$ cat config.mk
export PLATFORM = sky130hd
export DESIGN_NAME = top_channel_transmitter_flat
export DESIGN_NICKNAME = d
export VERILOG_FILES = /design/src/rtl/top_channel_transmitter_if.sv /design/src/rtl/top_channel_transmitter.sv /design/src/flat_wrapper.sv
export SDC_FILE = /design/constraint.sdc
export NUM_CORES = 1
export LEC_CHECK = 0
export ABC_AREA = 1
export CAP_MARGIN = 10
export CORE_MARGIN = 10
export CORE_UTILIZATION = 55
export CTS_CLUSTER_DIAMETER = 150
export DETAILED_ROUTE_END_ITERATION = 8
export PLACE_DENSITY = 0.84
export SYNTH_ARGS = -nofsm -noshare
export SYNTH_HDL_FRONTEND = slang
export SYNTH_SLANG_ARGS = --single-unit
$ cat constraint.sdc
create_clock -name clk -period 2.5 [get_ports clk]
set_input_delay 0.375 -clock clk [delete_from_list [all_inputs] [get_ports clk]]
set_output_delay 0.375 -clock clk [all_outputs]
set_load 0.05 [all_outputs]
$ cat src/rtl/top_channel_transmitter_if.sv
// Top-function handoff from the requester to the channel transmitter.
// Handshake: a transfer happens on a rising clk edge where topValid and topReady are both high;
// top is sampled only on that edge, and topValid held while topReady is low is simply ignored.
interface top_channel_transmitter_if;
  logic [127:0] top;
  logic         topValid;
  logic         topReady;

  modport master (output top, output topValid, input topReady);
  modport slave  (input top, input topValid, output topReady);
endinterface

$ cat src/rtl/top_channel_transmitter.sv
// Serializes one 128-bit top function per handshake onto the 2-bit {valid, data} channel,
// LSB first, followed by an even-parity beat and a forced idle gap.
module top_channel_transmitter #(
  parameter int GAP_CYCLES  = 4,
  parameter int COUNT_WIDTH = 16
) (
  input  logic                   clk,
  input  logic                   rst,
  top_channel_transmitter_if.slave topIf,
  output logic [1:0]             topChannel,
  output logic                   busy,
  output logic [COUNT_WIDTH-1:0] framesSent,
  output logic [1:0]             stateDbg
);

  typedef enum logic [1:0] {IDLE, SEND, PARITY, GAP} state_t;

  localparam logic [3:0] GAP_LAST = 4'(GAP_CYCLES - 1);

  state_t       state;
  state_t       stateNext;
  logic [127:0] shiftReg;
  logic         parityBit;
  logic [6:0]   beatCnt;
  logic [3:0]   gapCnt;
  logic         armed;
  logic [1:0]   channelNext;
  logic         accept;

  // armed keeps topReady low until the first edge after reset release
  assign topIf.topReady = armed && (state == IDLE);
  assign accept         = topIf.topValid && topIf.topReady;
  assign busy           = (state != IDLE);
  assign stateDbg       = state;

  // The channel value is computed one cycle ahead so topChannel itself is a plain flop.
  always_comb begin
    stateNext   = state;
    channelNext = 2'b00;
    case (state)
      IDLE: begin
        if (accept) begin
          stateNext   = SEND;
          channelNext = {1'b1, topIf.top[0]};
        end
      end
      SEND: begin
        if (beatCnt == 7'd127) begin
          stateNext   = PARITY;
          channelNext = {1'b1, parityBit};
        end else begin
          channelNext = {1'b1, shiftReg[1]};
        end
      end
      PARITY: stateNext = GAP;
      GAP: begin
        if (gapCnt == GAP_LAST) stateNext = IDLE;
      end
      default: stateNext = IDLE;
    endcase
  end

  always_ff @(posedge clk or negedge rst) begin
    if (!rst) begin
      state      <= IDLE;
      topChannel <= 2'b00;
      shiftReg   <= '0;
      parityBit  <= 1'b0;
      beatCnt    <= '0;
      gapCnt     <= '0;
      framesSent <= '0;
      armed      <= 1'b0;
    end else begin
      state      <= stateNext;
      topChannel <= channelNext;
      armed      <= 1'b1;
      if (accept) begin
        shiftReg  <= topIf.top;
        parityBit <= ^topIf.top;
        beatCnt   <= '0;
      end else if (state == SEND) begin
        shiftReg <= shiftReg >> 1;
        beatCnt  <= beatCnt + 7'd1;
      end
      if (state == PARITY) begin
        gapCnt     <= '0;
        framesSent <= framesSent + COUNT_WIDTH'(1);
      end else if (state == GAP) begin
        gapCnt <= gapCnt + 4'd1;
      end
    end
  end

endmodule
$ cat src/flat_wrapper.sv
// flat-port wrapper written by rule: the top's interface ports become plain ports
module top_channel_transmitter_flat 
#(
  parameter int GAP_CYCLES  = 4,
  parameter int COUNT_WIDTH = 16
)
  (clk, rst, topChannel, busy, framesSent, stateDbg, topIf_top, topIf_topValid, topIf_topReady);
  top_channel_transmitter_if topIf_i ();
  input  logic clk;
  input  logic rst;
  output logic [1:0] topChannel;
  output logic busy;
  output logic [COUNT_WIDTH-1:0] framesSent;
  output logic [1:0] stateDbg;
  input wire logic [$bits(topIf_i.top)-1:0] topIf_top;
  input wire logic [$bits(topIf_i.topValid)-1:0] topIf_topValid;
  output wire logic [$bits(topIf_i.topReady)-1:0] topIf_topReady;
  assign topIf_i.top = topIf_top;
  assign topIf_i.topValid = topIf_topValid;
  assign topIf_topReady = topIf_i.topReady;
  top_channel_transmitter #(.GAP_CYCLES(GAP_CYCLES), .COUNT_WIDTH(COUNT_WIDTH)) u_core (.clk(clk), .rst(rst), .topIf(topIf_i), .topChannel(topChannel), .busy(busy), .framesSent(framesSent), .stateDbg(stateDbg));
endmodule
==> summary by stage <==
Status
The run finished with clean final reports.

Detailed routing
The count of nets left with antenna violations once routing finished came out at 0. The vias per cell is 5.21. The initial DRC count is 598.

Summing over every cut layer, the via total after detailed routing is 9513. The routed length per instance is 13.4 um. The routed wire length is 24.5 mm. After detailed routing, the number of remaining DRC violations is 0. The detailed-router iteration count before antenna repair is 5.

Final layout
The final design instance area without fill is 0.0124 mm2. The library cell used most frequently in the layout, excluding fill and tap cells, is sky130_fd_sc_hd__nand2_1. Compared with the post-synthesis result, the final layout area differs by 23.9%. The number of diodes added for antenna fixing is 0.

Fill cells in the final layout number 1487. The share of final-layout standard cells stronger than drive strength 1 is 0.0370. In the layout the commonest cells are sky130_fd_sc_hd__nand2_1, sky130_fd_sc_hd__o21ai_0, sky130_fd_sc_hd__inv_1, sky130_fd_sc_hd__dfrtp_1, sky130_fd_sc_hd__clkdlybuf4s50_1. For this run, the post-layout net count is 1722.

CTS
The source-to-sink clock delay at the later pin of the worst-skew pair is 0.43 ns. The number of CTS-inserted buffers is 17. After clock tree synthesis, the setup repair step added 0 buffers.

The tree built by TritonCTS fans out to 160 sinks. The clock tree root buffer cell is sky130_fd_sc_hd__clkbuf_16. The H-tree depth is 4. The clock-pin transition on the worst setup and hold timing paths is 0.07 ns. The maximum clock path buffer count is 2. The TritonCTS clock tree is done.

Synthesis
The async set or reset register ratio after synthesis is 1.00. The share of the synthesized area in compound gates (AO/OA/AOI/OAI) is 0.194. The count of mapped cells out of synthesis is 1459.

The number of distinct standard cells referenced by the synthesized netlist is 30. By area, the combinational part of the netlist is dominated by simple AND/OR/NAND/NOR gates. A synthesized cell averages 6.88 um2. The synthesized netlist occupies a cell area of 0.0100 mm2. The number of nets produced by synthesis is 1597. The basic-gate share of the synthesized area counting and, or, nand and nor cells is 0.207. The total of warnings raised by yosys is 0. The part of the Yosys area used for sequential elements is 0.399. The fraction of synthesized cell area in xor and xnor cells is 0.0838.

Counting flops with a built-in enable in the synthesized netlist gives 0. The dominant synthesized flop cell is sky130_fd_sc_hd__dfrtp_1. After synthesis the netlist holds a flip-flop and latch count of 160. Of the total synthesized cell area, the portion taken by full adders, half adders and majority gates is 0.00873. Of the post-synthesis cell area, the part taken by muxes is 0.

STA
The max-slew violation count is 0. The clock arrives with 0.0106 ns of skew. In this run the tightest slew margin relative to its limit is 0.604. The highest attainable clock frequency is 447 MHz. Dividing the final minimum period by the clock period gives 0.895.

Setup violations remaining at the end of the flow were counted as 0. The worst hold margin is 0.467 ns. The final hold violation count is 0.

The slew at the pin with the worst max-slew slack is 0.594 ns. Subtracting the final worst setup slack from the clock period gives 2.24 ns. For the final routed database, the setup TNS stands at 0 ns. Setup repair after global routing left no endpoint under its margin.

Pwr
The analysis attributes to net switching a power of 4.42 mW. Of the total power, combinational logic draws 0.396. Of the total power, the clock network draws 0.244. The static leakage is 6.26 nW. Of the total power, registers draw 0.360. The overall power after layout is 11.5 mW. The largest voltage drop on the vdd net is 0.000857 V. Internal power comes to 7.05 mW. Of the total power, the share spent switching nets is 0.385. For this design the ratio of total power to cell area is 923 mW/mm2.

Placed design
The number of buffers inserted by port buffering is 152. Routability-driven placement finished with a final weighted congestion of 0.825. Detailed placement ended at an HPWL of 17.7 mm. Once placement finished, the instance area stood at 0.0118 mm2.

Setup path
The required time of the critical path is 2.12 ns. The most numerous cell type found on the critical path is sky130_fd_sc_hd__inv_1. The register-to-register setup slack is 0.38 ns. The highest-delay cell along the critical path is sky130_fd_sc_hd__dlygate4sd2_1. The worst setup path is of the reg -> out kind. On the critical path the largest part of the delay comes from buffers and inverters. The type of origin of the critical path is a flip-flop. The category of the worst setup path capture point is an output port. Walking the worst path, the cells encountered are inv_1 -> ha_1 -> nand2_1 -> inv_1 -> dlygate4sd2_1. Along the worst path, the maximum fanout reaches 4. The arrival time of data at the critical path endpoint is 1.86 ns. Counting both buffers and inverters, the worst setup path holds a total of 3. The largest stage delay on the critical path is 0.54 ns.

Job
The number of max-cap violations is 0.

Global routing
The first global-routing pass estimated 41.8 mm of wire. The via count of the first global-routing pass is 9237. The leftover overflow at the end of global routing is 0. In the global route stage, overall resource usage came out at 0.204. The number of antenna violations at the first check in global routing was 0.

The maximum number of pins on one net before global-route repair is 115.

Floorplanning
The die covers 0.0241 mm2. The initialized floorplan defines 49 standard-cell rows. The x dimension of the die is 155 um. The core region is 0.0180 mm2. Pin placement for this block handled 153 I/O pins. The floorplan die height is 155 um. The initial standard-cell utilization of the core is 0.559.

Min path
The kind of path behind the tightest hold check is reg -> reg.
==> routing by layer <==
layer,track usage,wire length (um),up-vias
li1,-,-,4814
met1,0.254,11000,4443
met2,0.353,12200,235
met3,0.0474,1150,21
met4,0.0427,216,0
met5,0,0,-
==> final cells by class <==
cell class	count	area (um2)	area share
inverters	223	838	0.0674
clock buffers	18	439	0.0353
repair buffers	167	1710	0.138
well taps	229	287	0.0230
clock inverters	13	188	0.0151
multi-input cells	1015	4970	0.399
flip-flops and latches	160	4000	0.322
==> synth_stat cells (all sizes together) (2+ instances only) <==
master	instances	share of area
a21oi	5	0.0025
a31oi	7	0.0044
buf	7	0.0041
clkbuf	54	0.020
dfrtp	160	0.40
ha	7	0.0087
inv	223	0.083
nand2	457	0.17
nand3	15	0.0085
nor2	41	0.016
nor3	10	0.0071
nor3b	2	0.0015
o211ai	2	0.0015
o21ai	368	0.18
xnor2	54	0.047
xor2	42	0.037
==> flip-flops by register name (all words and copies together) (netlist names) <==
signal,count
u_core.topChannel,2
u_core.framesSent,16
u_core.beatCnt,7
u_core.gapCnt,4
u_core.parityBit,1
u_core.stateDbg,2
u_core.shiftReg,127
u_core.armed,1
==> power by group through the flow <==
stage	combinational (mW)	clock (mW)	sequential, mW
3_5_place_dp	4.54	0	4.17
2_1_floorplan	3.01	0	4.29
4_1_cts	4.58	2.84	4.13
5_1_grt	5.27	2.95	4.24
3_3_place_gp	4.37	0	4.12
6_report	4.55	2.80	4.13
==> logic make-up (layout without fill, tap and decap cells) <==
| logic type | count (synthesis) | in the layout |
|---|---|---|
| buf+inv | 284 | 421 |
| compound gates | 384 | 384 |
| fa+ha+maj | 7 | 7 |
| xor+xnor | 96 | 96 |
| flops | 160 | 160 |
| other cells | 1 | 1 |
| simple gates | 527 | 527 |
==> metrics by stage <==
stage / util / cells / setup WS (ns)
2_1_floorplan: - / 1459 / 0.104
3_3_place_gp: 0.657 / 1793 / 0.284
3_5_place_dp: 0.657 / 1793 / 0.245
4_1_cts: 0.692 / 1825 / 0.0260
5_1_grt: 0.692 / 1825 / 0.137
6_report: 0.692 / 1825 / 0.263
==> final timing paths <==
| kind | from | end | cells past startpoint |
|---|---|---|---|
| setup / recovery | u_core.stateDbg[0] | topIf_topReady | 5 |
| hold / removal | u_core.beatCnt[5] | u_core.beatCnt[5] | 1 |
| setup reg to reg | u_core.stateDbg[0] | u_core.framesSent[15] | 13 |
| hold reg to reg | u_core.beatCnt[5] | u_core.beatCnt[5] | 1 |
| max in group asynchronous | rst | u_core.shiftReg[46] | 3 |
| min in group asynchronous | rst | u_core.shiftReg[89] | 2 |
==> repair_timing <==
action,CTS,global route
hold buffers,1,0
endpoints found under the setup margin,1,1
resized for setup,1,1
endpoints found under the hold margin,56,0
Note: power is estimated with default switching activity, not from simulation.
==> edit 1: new RTL, config.mk and constraints unchanged <==
Put one more register stage on the output `stateDbg`, with the module's reset. The value now appears one clock later. The other outputs are not delayed to match.
--- a/src/rtl/top_channel_transmitter.sv
+++ b/src/rtl/top_channel_transmitter.sv
@@ -31,7 +31,13 @@
   assign topIf.topReady = armed && (state == IDLE);
   assign accept         = topIf.topValid && topIf.topReady;
   assign busy           = (state != IDLE);
-  assign stateDbg       = state;
+  always_ff @(posedge clk or negedge rst) begin
+    if (!rst) begin
+      stateDbg <= '0;
+    end else begin
+      stateDbg <= state;
+    end
+  end
 
   // The channel value is computed one cycle ahead so topChannel itself is a plain flop.
   always_comb begin
Behaviour: not the same (a bounded check fails within 4 cycles, from zero or initial values and one cycle with rst low).
==> edit 1 against the unedited design <==
Total power shrank 0.21%; clock skew fell by 3.1 ps; wire length fell by 2.2%; synthesized area grew 0.75%; final cell count is essentially flat; global-route usage down 0.75 points; critical path depth unchanged; cell area grew 0.17%; via count is 0.62% lower; critical path type unchanged; worst setup slack worse by 20 ps; largest cell class unchanged; sequential cell count grew 2; first-iteration DRC count rose by 9.4%.
==> edit 1: results (changes against the unedited design) <==
Data buffer area share=0.134 (was 0.138); Repair and plain buffers=165 (was 167); maximum vdd ir drop=0.000805 V (was 0.000857 V); Pwr Total=11500 µW (about the same); GR Util met1=0.250 (was 0.254); fraction of area in multi-input gates=0.400 (was 0.399); synth unique cells=31 (was 30); drt first pass iters=7 (was 5); P_int=6970 µW (was 7050 µW); metal2 WL=11.3 mm (was 12.2 mm); Clock group=2760 µW (was 2800 µW); overall global routing resource usage=0.197 (was 0.204); status=complete, no violations (unchanged); clk_skew=7.45 ps (was 10.6 ps); layout cell share with drive strength beyond 1=0.0376 (was 0.0370); metal3 WL=1.40 mm (was 1.15 mm); synth cell count leaders=nand2_1, o21ai_0, inv_1 (unchanged); synth top area cells=dfrtp_1, o21ai_0, nand2_1, inv_1, xnor2_1 (unchanged); Power Dens Cells=919 nW/µm² (was 923 nW/µm²); hpwl dp=17.0 mm (was 17.7 mm); Leakage Power=0.00628 µW (was 0.00626 µW); largest net degree at the start of global routing=122 (was 115); Placed Area=11800 µm² (about the same); met2 usage=0.326 (was 0.353); vias in the first global route=9094 (was 9237)
## edit 1: cells by family (layout without fill, tap and decap cells)
group,Yosys count,after routing,share of synthesized area
AND/OR/NAND/NOR,525,525,0.206
AO/OA/AOI/OAI,386,386,0.193
buffers and inverters,284,420,0.108
flip-flops,162,162,0.401
XOR/XNOR,96,96,0.0831
adder cells (fa/ha/maj),7,7,0.00866
other,1,1,0.000371
## edit 1: stage by stage
step	std cells	util
CTS	1826	0.691
detailed placement	1793	0.656
finish	1826	0.691
floorplan	1461	-
global route	1826	0.691
global placement	1793	0.656
## edit 1: path summary, 6_finish.rpt
kind,cells after the start,startpoint,slack (ps),end
max reg2reg,9,u_core.state[0],410,u_core.framesSent[14]
min in group asynchronous,2,rst,470,u_core.shiftReg[79]
min reg2reg,0,u_core.state[0],450,u_core.stateDbg[0]
max,5,u_core.state[0],240,topIf_topReady
max in group asynchronous,3,rst,1360,u_core.shiftReg[41]
min,0,u_core.state[0],450,u_core.stateDbg[0]
==> edit 2: new RTL, same flow settings <==
Made on the original files. `COUNT_WIDTH` is set to 16 in 2 places; all go to 20.
--- a/src/rtl/top_channel_transmitter.sv
+++ b/src/rtl/top_channel_transmitter.sv
@@ -2,7 +2,7 @@
 // LSB first, followed by an even-parity beat and a forced idle gap.
 module top_channel_transmitter #(
   parameter int GAP_CYCLES  = 4,
-  parameter int COUNT_WIDTH = 16
+  parameter int COUNT_WIDTH = 20
 ) (
   input  logic                   clk,
   input  logic                   rst,
--- a/src/flat_wrapper.sv
+++ b/src/flat_wrapper.sv
@@ -2,7 +2,7 @@
 module top_channel_transmitter_flat 
 #(
   parameter int GAP_CYCLES  = 4,
-  parameter int COUNT_WIDTH = 16
+  parameter int COUNT_WIDTH = 20
 )
   (clk, rst, topChannel, busy, framesSent, stateDbg, topIf_top, topIf_topValid, topIf_topReady);
   top_channel_transmitter_if topIf_i ();
Interface: changed (resized framesSent); port bits go from 153 to 157. No check against the original RTL was run, so the function may have changed too.
==> edit 2 against the unedited design <==
Cell area increased by 1.8%; sequential cell count increased by 4; wire length about the same; count of clock-buffer cells in the layout decreased by 1; non-clock buffer count increased by 2; worst setup slack got worse by 9.8 ps; utilization increased by 0.80 points; synthesized area increased by 1.6%; first-iteration DRC count unchanged; total power increased by 2.0%; register-to-register slack got worse by 60 ps; largest cell class unchanged.
==> edit 2: results (changes against the unedited design) <==
status=complete, no violations (unchanged); drt first pass iters=5 (unchanged); biggest regs=u_core.shiftReg (127), u_core.framesSent (20), u_core.beatCnt (7) (was u_core.shiftReg (127), u_core.framesSent (16), u_core.beatCnt (7)); CP max FO=4 (unchanged); FILL cells=1439 (was 1487); CP Launch Point=u_core.stateDbg[1] (was u_core.stateDbg[0]); Clock Path Buffers=2 (unchanged); overall global routing resource usage=0.200 (was 0.204); Largest Register=u_core.shiftReg (unchanged); Hold Crit Start=u_core.framesSent[19] (was u_core.beatCnt[5]); Switch Pwr=4530 µW (was 4420 µW); worst r2r src=u_core.stateDbg[0] (unchanged); routed len/inst=13.4 µm (about the same); HP Class=flop to flop (unchanged); maximum vdd ir drop=0.000543 V (was 0.000857 V); Root Driver=clkbuf_16 (unchanged); pre-CTS setup slack=304 ps (was 245 ps); sequential share of the synthesized area=0.402 (was 0.399); Max transition margin=0.588 (was 0.604); async set-or-reset flop fraction in the synthesized netlist=1.00 (unchanged); synth unique cells=34 (was 30); Worst Path Arrival=1870 ps; vias in the first global route=9391 (was 9237); initial antenna violation count=0 (unchanged); Net Count, Synth=1596 (was 1597); Ys Warns=0 (unchanged); synth top area cells=dfrtp_1, o21ai_0, nand2_1, inv_1, xnor2_1 (unchanged); Inserted Diodes=0 (unchanged); PortBufs=156 (was 152); Reg clk slew, reported paths=70 ps (about the same); hpwl dp=17.2 mm (was 17.7 mm); clk_lat worst skew=430 ps (about the same); largest net degree at the start of global routing=134 (was 115); Nets=1727 (was 1722); cts bufs inserted=17 (unchanged); global-route wire length before repair=41.1 mm (was 41.8 mm); Leakage Power=0.00635 µW (was 0.00626 µW); synth cell count leaders=nand2_1, o21ai_0, inv_1 (unchanged); DRT iter0 DRCs=598 (unchanged); vias per std cell=5.19 (was 5.21); clk_skew=9.65 ps (was 10.6 ps); H-tree depth=4 (unchanged); layout cell share with drive strength beyond 1=0.0375 (was 0.0370); GPL Wtd Cong=0.802 (was 0.825)
-- edit 2: cell types whose count changed after synthesis, sizes merged, moves of 3 or more --
cell	delta
buf	-3
dfrtp	+4
inv	-16
nand3	+3
nor2	-3
nor3	-3
o21ai	-3
xnor2	+5
xor2	+9
-- edit 2: path summary, 6_finish.rpt --
kind	end	slack (ps)	cells after the start
max	topIf_topReady	250	5
min	u_core.framesSent[19]	490	1
max reg2reg	u_core.framesSent[18]	320	10
min reg2reg	u_core.framesSent[19]	490	1
max in group asynchronous	u_core.shiftReg[124]	1280	3
min in group asynchronous	u_core.armed	520	2
-- edit 2: timing repair --
| item | in CTS | in global routing |
|---|---|---|
| resized for setup | 1 | 1 |
| setup buffers | 0 | 0 |
| pin swaps | 0 | 0 |
| hold endpoints to repair | 59 | 0 |
| endpoints found under the setup margin | 1 | 1 |
| hold buffers | 1 | 0 |
-- edit 2: cell type report --
type,instances,area [µm²],share of cell area
multi-input cells,1029,5110,0.404
flip-flops and latches,164,4100,0.324
repair buffers,169,1740,0.137
inverters,208,782,0.0617
clock buffers,17,425,0.0336
well taps,229,287,0.0226
clock inverters,15,216,0.0171
-- edit 2: kinds of logic after synthesis --
logic type / Yosys count / synth area share
simple gates: 527 / 0.206
compound gates: 384 / 0.191
buf+inv: 265 / 0.0980
flops: 164 / 0.402
xor+xnor: 110 / 0.0944
fa+ha+maj: 7 / 0.00859
other cells: 1 / 0.000368
-- edit 2: worst max-delay path, stage by stage (launching register included) --
cell and delay (ps):
dfrtp_1 430, inv_1 130, ha_1 190, nand2_1 60
inv_1 100, dlygate4sd2_1 540
-- edit 2: layer usage --
metal  GRT usage  routed length (µm)  vias to the layer above  part of all wire
li1            -                   -                     4862                 -
met3      0.0499                1330                       29             0.054
met1       0.235               10700                     4396              0.44
met4      0.0566                 332                        0             0.014
met5           0                   0                        -                 0
met2       0.356               12100                      221              0.49
-- edit 2: per-stage QoR --
| step | hold WS (ps) | instance area, µm² | total power, µW | std cells |
|---|---|---|---|---|
| after global placement | 423 | 12000 | 8620 | 1798 |
| after detailed placement | 420 | 12000 | 8820 | 1798 |
| final | 494 | 12700 | 11700 | 1831 |
| after floorplan | 79.4 | 10200 | 7400 | 1458 |
| after CTS | 503 | 12700 | 11800 | 1831 |
| after global routing | 516 | 12700 | 12700 | 1831 |
-- edit 2: power by group through the flow --
stage / clock, µW / combinational (µW) / sequential [µW]
global placement: 0 / 4400 / 4210
floorplan: 0 / 3020 / 4390
CTS: 2900 / 4650 / 4220
detailed placement: 0 / 4570 / 4260
finish: 2860 / 4620 / 4220
global route: 3020 / 5320 / 4340
